[config.mk]
export PLATFORM = sky130hd
export DESIGN_NAME = buffer_ctrl
export DESIGN_NICKNAME = d
export VERILOG_FILES = /design/src/rtl/buffer_ctrl_pkg.sv /design/src/rtl/buffer_ctrl_circ_ptr.sv /design/src/rtl/buffer_ctrl.sv
export SDC_FILE = /design/constraint.sdc
export NUM_CORES = 1
export LEC_CHECK = 0
export ABC_AREA = 1
export BUFFER_PORTS_ARGS = -buffer_cell sky130_fd_sc_hd__buf_4
export CAP_MARGIN = 20
export CORE_MARGIN = 5
export CORE_UTILIZATION = 45
export DETAILED_ROUTE_END_ITERATION = 10
export PLACE_DENSITY = 0.68
export SLEW_MARGIN = 20
export SYNTH_ARGS = -nofsm -noshare
export SYNTH_HDL_FRONTEND = slang
export SYNTH_HIERARCHICAL = 1
export SYNTH_SLANG_ARGS = --single-unit
[constraint.sdc]
create_clock -name clk -period 2.3 [get_ports clk]
set_input_delay 0.46 -clock clk [delete_from_list [all_inputs] [get_ports clk]]
set_output_delay 0.46 -clock clk [all_outputs]
set_load 0.005 [all_outputs]
[src/rtl/buffer_ctrl_pkg.sv]
// Shared types and helpers for the circular-buffer controller.
package buffer_ctrl_pkg;

  typedef enum logic [1:0] {
    S_FILL   = 2'd0,
    S_STREAM = 2'd1,
    S_DRAIN  = 2'd2,
    S_DONE   = 2'd3
  } state_e;

  // Working width for wrap_add; wide enough for any practical buffer depth.
  localparam int unsigned WRAP_W = 16;

  // Modulo-mem_size pointer advance: add, then subtract once if the sum wrapped.
  function automatic logic [WRAP_W-1:0] wrap_add(
    input logic [WRAP_W-1:0] ptr,
    input logic [WRAP_W-1:0] inc,
    input logic [WRAP_W-1:0] mem_size
  );
    logic [WRAP_W-1:0] sum;
    sum = ptr + inc;
    if (sum >= mem_size) begin
      sum = sum - mem_size;
    end
    return sum;
  endfunction

endpackage

[src/rtl/buffer_ctrl_circ_ptr.sv]
// Circular pointer that advances by a fixed INC modulo MEM_SIZE.
module circ_ptr
  import buffer_ctrl_pkg::*;
#(
  parameter  int unsigned MEM_SIZE = 4,
  parameter  int unsigned INC      = 1,
  localparam int unsigned ADDR_W   = $clog2(MEM_SIZE)
) (
  input  logic              clk,
  input  logic              rst,
  input  logic              clr_i,
  input  logic              adv_i,
  output logic [ADDR_W-1:0] ptr_o
);

  logic [ADDR_W-1:0] ptr_q;
  logic [ADDR_W-1:0] ptr_d;

  always_comb begin
    ptr_d = ADDR_W'(wrap_add(WRAP_W'(ptr_q), WRAP_W'(INC), WRAP_W'(MEM_SIZE)));
  end

  always_ff @(posedge clk) begin
    if (!rst || clr_i) begin
      ptr_q <= '0;
    end else if (adv_i) begin
      ptr_q <= ptr_d;
    end
  end

  assign ptr_o = ptr_q;

endmodule

[src/rtl/buffer_ctrl.sv]
// Handshake, occupancy and end-of-stream control for a parallel-write / sliding-window-read circular buffer.
module buffer_ctrl
  import buffer_ctrl_pkg::*;
#(
  parameter  int unsigned MEM_SIZE  = 4,
  parameter  int unsigned PAR_WRITE = 2,
  parameter  int unsigned PAR_READ  = 3,
  parameter  int unsigned STRIDE    = 1,
  localparam int unsigned ADDR_W    = $clog2(MEM_SIZE),
  localparam int unsigned CNT_W     = $clog2(MEM_SIZE + 1)
) (
  input  logic              clk,
  input  logic              rst,
  input  logic              wr_valid,
  input  logic              wr_last,
  output logic              wr_ready,
  output logic              rd_valid,
  input  logic              rd_ready,
  input  logic              flush,
  output logic              buf_wen,
  output logic [ADDR_W-1:0] buf_waddr,
  output logic [ADDR_W-1:0] buf_raddr,
  output logic [CNT_W-1:0]  count,
  output logic              done
);

  localparam logic [CNT_W-1:0] WR_LIMIT = CNT_W'(MEM_SIZE - PAR_WRITE);
  localparam logic [CNT_W-1:0] RD_MIN   = CNT_W'(PAR_READ);

  state_e           state_q;
  state_e           state_d;
  logic [CNT_W-1:0] count_q;
  logic [CNT_W-1:0] count_d;
  logic             done_q;
  logic             push;
  logic             pop;
  logic             ptr_clr;

  // Handshake and occupancy; a flush cycle suppresses both transfers.
  always_comb begin
    wr_ready = rst && ((state_q == S_FILL) || (state_q == S_STREAM)) && (count_q <= WR_LIMIT);
    rd_valid = rst && ((state_q == S_STREAM) || (state_q == S_DRAIN)) && (count_q >= RD_MIN);
    push     = wr_valid && wr_ready && !flush;
    pop      = rd_valid && rd_ready && !flush;
    buf_wen  = push;
    ptr_clr  = flush || (state_q == S_DONE);
    count_d  = count_q;
    if (push) begin
      count_d = count_d + CNT_W'(PAR_WRITE);
    end
    if (pop) begin
      count_d = count_d - CNT_W'(STRIDE);
    end
  end

  always_comb begin
    state_d = state_q;
    case (state_q)
      S_FILL: begin
        if (push && wr_last) begin
          state_d = S_DRAIN;
        end else if (count_d >= RD_MIN) begin
          state_d = S_STREAM;
        end
      end
      S_STREAM: begin
        if (push && wr_last) begin
          state_d = S_DRAIN;
        end
      end
      // Leftover elements shorter than a window are dropped here.
      S_DRAIN: begin
        if (count_q < RD_MIN) begin
          state_d = S_DONE;
        end
      end
      S_DONE:  state_d = S_FILL;
      default: state_d = S_FILL;
    endcase
  end

  always_ff @(posedge clk) begin
    if (!rst || flush) begin
      state_q <= S_FILL;
      count_q <= '0;
      done_q  <= 1'b0;
    end else begin
      state_q <= state_d;
      count_q <= (state_q == S_DONE) ? '0 : count_d;
      done_q  <= (state_d == S_DONE);
    end
  end

  circ_ptr #(
    .MEM_SIZE (MEM_SIZE),
    .INC      (PAR_WRITE)
  ) u_wptr (
    .clk   (clk),
    .rst   (rst),
    .clr_i (ptr_clr),
    .adv_i (push),
    .ptr_o (buf_waddr)
  );

  circ_ptr #(
    .MEM_SIZE (MEM_SIZE),
    .INC      (STRIDE)
  ) u_rptr (
    .clk   (clk),
    .rst   (rst),
    .clr_i (ptr_clr),
    .adv_i (pop),
    .ptr_o (buf_raddr)
  );

  assign count = count_q;
  assign done  = done_q;

endmodule

* Word level (Yosys, flattened, before mapping)
Cells that the tools add are included.
** Storage, ports and cells
- Bits of input ports :: 6
- Flip-flop bits (word level) :: 10
- Output and inout port bits :: 11
- Logic and storage cells :: 48
** Cells by class
- Add/sub/neg operators :: 6
- Eq/ne operators :: 4
- Magnitude comparators :: 6
- Mux-type cells :: 9
- Reduce and logical (&&, ||, !) cells :: 18
** Operators with widths (number)
- 2-bit two-way mux :: 6
- 1-bit logical AND :: 9
- 2-bit one-hot mux with 4 select lines :: 1
- 2-bit equality test (second input constant) :: 3
- 3-bit by 2-bit >= comparator with 1-bit output (second input constant) :: 2
- 3-bit >= comparator (second input constant) :: 2
- 3-bit two-way mux :: 2
- 1-bit logical OR :: 5
- 2-bit by 1-bit subtractor with 2-bit output (second input constant) :: 2
- 2-bit by 1-bit adder with 3-bit output (second input constant) :: 1
- 2-bit by 2-bit adder with 3-bit output (second input constant) :: 1
- 3-bit by 2-bit adder with 3-bit output (second input constant) :: 1
- 3-bit by 2-bit less-or-equal comparator with 1-bit output (second input constant) :: 1
- 3-bit by 2-bit less-than comparator with 1-bit output (second input constant) :: 1
- 3-bit by 1-bit subtractor with 3-bit output (second input constant) :: 1
- 2-bit by 1-bit equality test with 1-bit output (second input constant) :: 1
- 1-bit logical NOT :: 2
- 2-bit logical NOT :: 1
- 2-bit OR reduction :: 1

* Depth between registers and ports, before layout
- Depth after elaboration :: 14
- Depth in mapped cells :: 19

* Cells and area by module
Netlist, hierarchy kept.
** Modules (own cells, without submodules)
- buffer_ctrl :: cells an instance 90, instances 1, area each 580.6 sq um
- circ_ptr at u_rptr :: cells an instance 15, instances 1, area each 101.3 sq um
- circ_ptr at u_wptr :: cells an instance 11, instances 1, area each 63.8 sq um

* Least setup slack after synthesis
No wires, ideal clock.
- Kind :: reg2reg
- Start point :: register state_q[0]
- End point :: register done_q (netlist: done)
- Buffers on the path :: 0
- Required time :: 2187 ps
- Arrival :: 1816 ps
- Path slack :: 370 ps
- Period minus slack after synthesis :: 1930 ps
- Cell stages (with the launch flop) :: 18
- Path through :: dfxtp_1 inv_1 ha_1 nor2_1 nor2_4 nand3_2 nand2_1 nand2_1 inv_1 ha_1 nand2_1 nand3_2 nand2_1 nand2_1 nand2_1 nand2_1 nand2_1 nor2_1
** On the way
- Longest elaborated chain between the ends :: 14
- Elaborated cells on any way between the ends :: 25
- Classes of those cells :: 1 x add/sub; 1 x order compare; 4 x eq/ne; 7 x mux; 12 x reduce/logical
** RTL lines
- start, declared :: RTL line buffer_ctrl.sv:30 : state_e state_q;
- start signal, assigned :: RTL line buffer_ctrl.sv:88 : state_q <= state_d;
- 2-bit by 1-bit equality test with 1-bit output / 2-bit logical NOT (equally long branches) :: RTL line buffer_ctrl.sv:41, buffer_ctrl.sv:42, buffer_ctrl.sv:58
- 1-bit logical OR :: RTL line buffer_ctrl.sv:41 : wr_ready = rst && ((state_q == S_FILL) || (state_q == S_STREAM)) && (count_q <= WR_LIMIT);
- 1-bit logical AND (2 in series) :: RTL line buffer_ctrl.sv:41
- 1-bit logical AND (2 in series) :: RTL line buffer_ctrl.sv:43 : push = wr_valid && wr_ready && !flush;
- 3-bit two-way mux :: RTL line buffer_ctrl.sv:48 : if (push) begin
- 3-bit by 1-bit subtractor with 3-bit output :: RTL line buffer_ctrl.sv:52 : count_d = count_d - CNT_W'(STRIDE);
- 3-bit two-way mux :: RTL line buffer_ctrl.sv:51 : if (pop) begin
- 3-bit by 2-bit >= comparator with 1-bit output :: RTL line buffer_ctrl.sv:62 : end else if (count_d >= RD_MIN) begin
- 2-bit two-way mux :: RTL line buffer_ctrl.sv:62
- 2-bit two-way mux :: RTL line buffer_ctrl.sv:60 : if (push && wr_last) begin
- 2-bit one-hot mux with 4 select lines * :: RTL line buffer_ctrl.sv:58 : case (state_q)
- 2-bit equality test * :: RTL line buffer_ctrl.sv:90 : done_q <= (state_d == S_DONE);
- end signal, assigned :: RTL line buffer_ctrl.sv:90
- end, declared :: RTL line buffer_ctrl.sv:34 : logic done_q;
Every way passes the cells marked *; elsewhere a longest branch is shown, timed or not.
A chain may end at the register's enable or synchronous reset.

* Worst setup path in the final report
Same ends and word-level chain as after synthesis.

==> key figures <==
Status
  – Status: complete, no violations

Clock network
  – H-tree Lvls: 1
  – Worst skew pair latency: 270 ps
  – CTS max path bufs: 2
  – CTS sink cnt: 9
  – Cts bufs inserted: 3
  – TritonCTS clock tree: yes
  – Setup Fix Bufs, Post-CTS: 0
  – Clock-pin transition on the worst setup and hold timing paths: 60 ps
  – Root Buffer: clkbuf_4

Setup path
  – Crit Path Class: register to register
  – Reg-to-reg endpoint: done
  – Worst path cell trace: inv_1 -> ha_1 -> nor2_2 -> nor2_4 -> nand3_2 -> nand2_1 -> nand2_1 -> inv_1 -> ha_1 -> nand4_1 -> nand3_1 -> nand2_2 -> nand3_1 -> nand3_1 -> nand2_1 -> nand2_1 -> nor2_1
  – Slowest cell on the critical path: dfxtp_1
  – Critical Path AT: about 2300 ps
  – Worst-case reg-to-reg path depth: 17
  – Worst path max stage delay: around 400 ps
  – Worst EP required: 2470 ps
  – Reg2Reg Setup Slack: ~210 ps
  – Worst R2R Start: state_q[0]
  – CP Max Fanout: 5
  – Crit path capture type: register
  – CP Launch Type: register
  – Worst path most repeated cell: nand2_1

Final layout
  – Share of cells above drive strength 1: 26.1%
  – Fillers: 153
  – Syn-to-layout area delta: 20.6%
  – Fin area: around 900 sq um
  – Post-layout util: 58.4%
  – # nets final: around 150
  – ANT cells: 0

Hold path
  – Worst Hold End: u_wptr/ptr_o[1]
  – Worst hold start: rst
  – Hold Path Class: input pin to register
  – Hold path cells: 3

GRT
  – Initial antenna violation count: 0
  – Total grt overflow: 0
  – Maximum number of pins on one net before global-route repair: 7
  – Vias in the first global route: roughly 620
  – First-pass GRT wire length: 2630 um
  – Gr usage total: 13.2%

Drt
  – Residual DRC: 0
  – Via density per instance: 4.87
  – WL final: 1530 um
  – Wire per inst: 10.2 um
  – Initial DRC Count: 5
  – Pre-antenna DRT Iters: 4
  – Routed vias: 730
  – Remaining antenna violation count: 0

STA
  – Tcrit/Tclk final: 90.8%
  – Post-layout min period: around 2100 ps
  – FMAX: 479 MHz
  – Final setup viols: 0
  – RSZ-0062 raised after global routing: no
  – Final slew viol count: 0
  – Fin Setup TNS: 0 ps
  – Final Hold Fails: 0
  – Setup Skew: around 1.4 ps

Floorplan
  – Die Height: 50.7 um
  – Core area: 0.00154 sq mm
  – # rows: 14
  – Initial core utilization: 48.4%
  – Io pins: 17
  – Die area: 0.00257 sq mm
  – Die Width: 50.7 um

Synth
  – Syn_area_per_cell: 6.43 sq um
  – Synth Net Count: between 100 and 150
  – Main flop type after synthesis: dfxtp_1
  – Area leader, netlist: dfxtp_1
  – Post-synth EDFFs: 0
  – Top cell type's share of synthesized area: 24.2%
  – Post-Syn Instances: 116
  – Synth async-reset ratio: 0%
  – Top post-synthesis cells by area: dfxtp_1 (24%), nand2_1 (15%), ha_1 (13%)
  – Sequential share of the synthesized area: 24.2%
  – FF+latch count, synth: 9
  – Top-count cell post-synth: nand2_1
  – YS warnings: 6
  – Cell variety after synth: 19
  – Commonest cells in the netlist: nand2_1 (29), inv_1 (25), dfxtp_1 (9), nand3_1 (9), ha_1 (8)
  – Cell area after synthesis: around 750 sq um

Power and ir drop
  – P per Cell Area: 368 mW/mm^2
  – VDD IR max: 0.254 mV
  – P_leak: 0.500 nW

Place
  – IO buf count: 15
  – Hpwl dp: approximately 1300 um
  – Post-Place Cell Area: 871 sq um
  – Gpl congestion: 0.830

Run
  – MaxCap Viol Count: 0
-- repair_timing --
| action | CTS | global route |
|---|---|---|
| gates resized for setup | 0 | 1 |
| endpoints found under the setup margin | 0 | 1 |
| hold endpoints to repair | 0 | 0 |
| hold buffers | 0 | 0 |
-- final cells by class --
type	count	area (sq um)	area share, %
flip-flops and latches	9	180	20.0
well taps	16	20.0	2.23
clock buffers	4	26.3	2.92
repair buffers	15	113	12.5
inverters	27	103	11.4
multi-input cells	79	458	50.9
-- through the flow --
step / hold slack [ps] / setup slack (ps) / total power, mW / std cells
3_5_place_dp: 503 / 181 / 0.206 / 146
2_1_floorplan: 497 / 370 / 0.190 / 116
6_report: 476 / 213 / 0.331 / 150
3_3_place_gp: 497 / 165 / 0.205 / 146
5_1_grt: 484 / 41.4 / 0.345 / 150
4_1_cts: 481 / 158 / 0.330 / 150
-- sequential cells by signal (all words and copies together), names as in the netlist --
name and count:
u_rptr/ptr_o 2, count 3, u_wptr/ptr_o 1, state_q 2, done 1
-- worst max-delay path by stage --
stage | start | endpoint | depth (start not counted)
after floorplan | state_q[0] | done | 17
after global placement | state_q[0] | done | 17
after detailed placement | state_q[0] | done | 17
after CTS | state_q[0] | done | 17
after global routing | state_q[0] | done | 17
final | state_q[0] | done | 17
-- critical path, delay by kind of cell, from the launching register on --
kind | cells | cell delay, ps
fa+ha+maj | 2 | 380
buf+inv | 2 | 150
flops | 1 | 390
simple gates | 13 | 1050
-- metal layers --
layer / track usage (%) / wire [um] / up-vias
li1: - / - / 386
met1: 17.8 / 715 / 318
met2: 18.4 / 662 / 22
met3: 3.85 / 118 / 4
met4: 7.66 / 36 / 0
met5: 0 / 0 / -
-- report_power, final --
part	leakage (nW)	switching [mW]	internal [mW]
registers	0.0726	0.00118	0.157
logic	0.412	0.0249	0.0190
clock network	0.0150	0.0618	0.0673
-- cells by family (layout without fill, tap and decap cells) --
logic type                 Yosys count  in the layout  share of synthesized area, %
AOI/OAI and AO/OA                    9              9                          6.38
and+or+nand+nor                     61             61                          40.8
other                                1              1                         0.503
adders and majority gates            8              8                          13.4
buffers and inverters               28             46                          14.8
DFF                                  9              9                          24.2
-- layout by cell type, fill, tap and decap left out, types with 4 or more instances in the layout --
| cell | instances |
|---|---|
| nand2_1 | 29 |
| nand3_1 | 9 |
| ha_1 | 8 |
| buf_4 | 15 |
| dfxtp_1 | 9 |
| nand2_2 | 6 |
| nor2_2 | 4 |
| nor2_1 | 5 |
| inv_1 | 25 |
| a21oi_1 | 6 |
No activity file was read; power rests on OpenSTA's default activity.
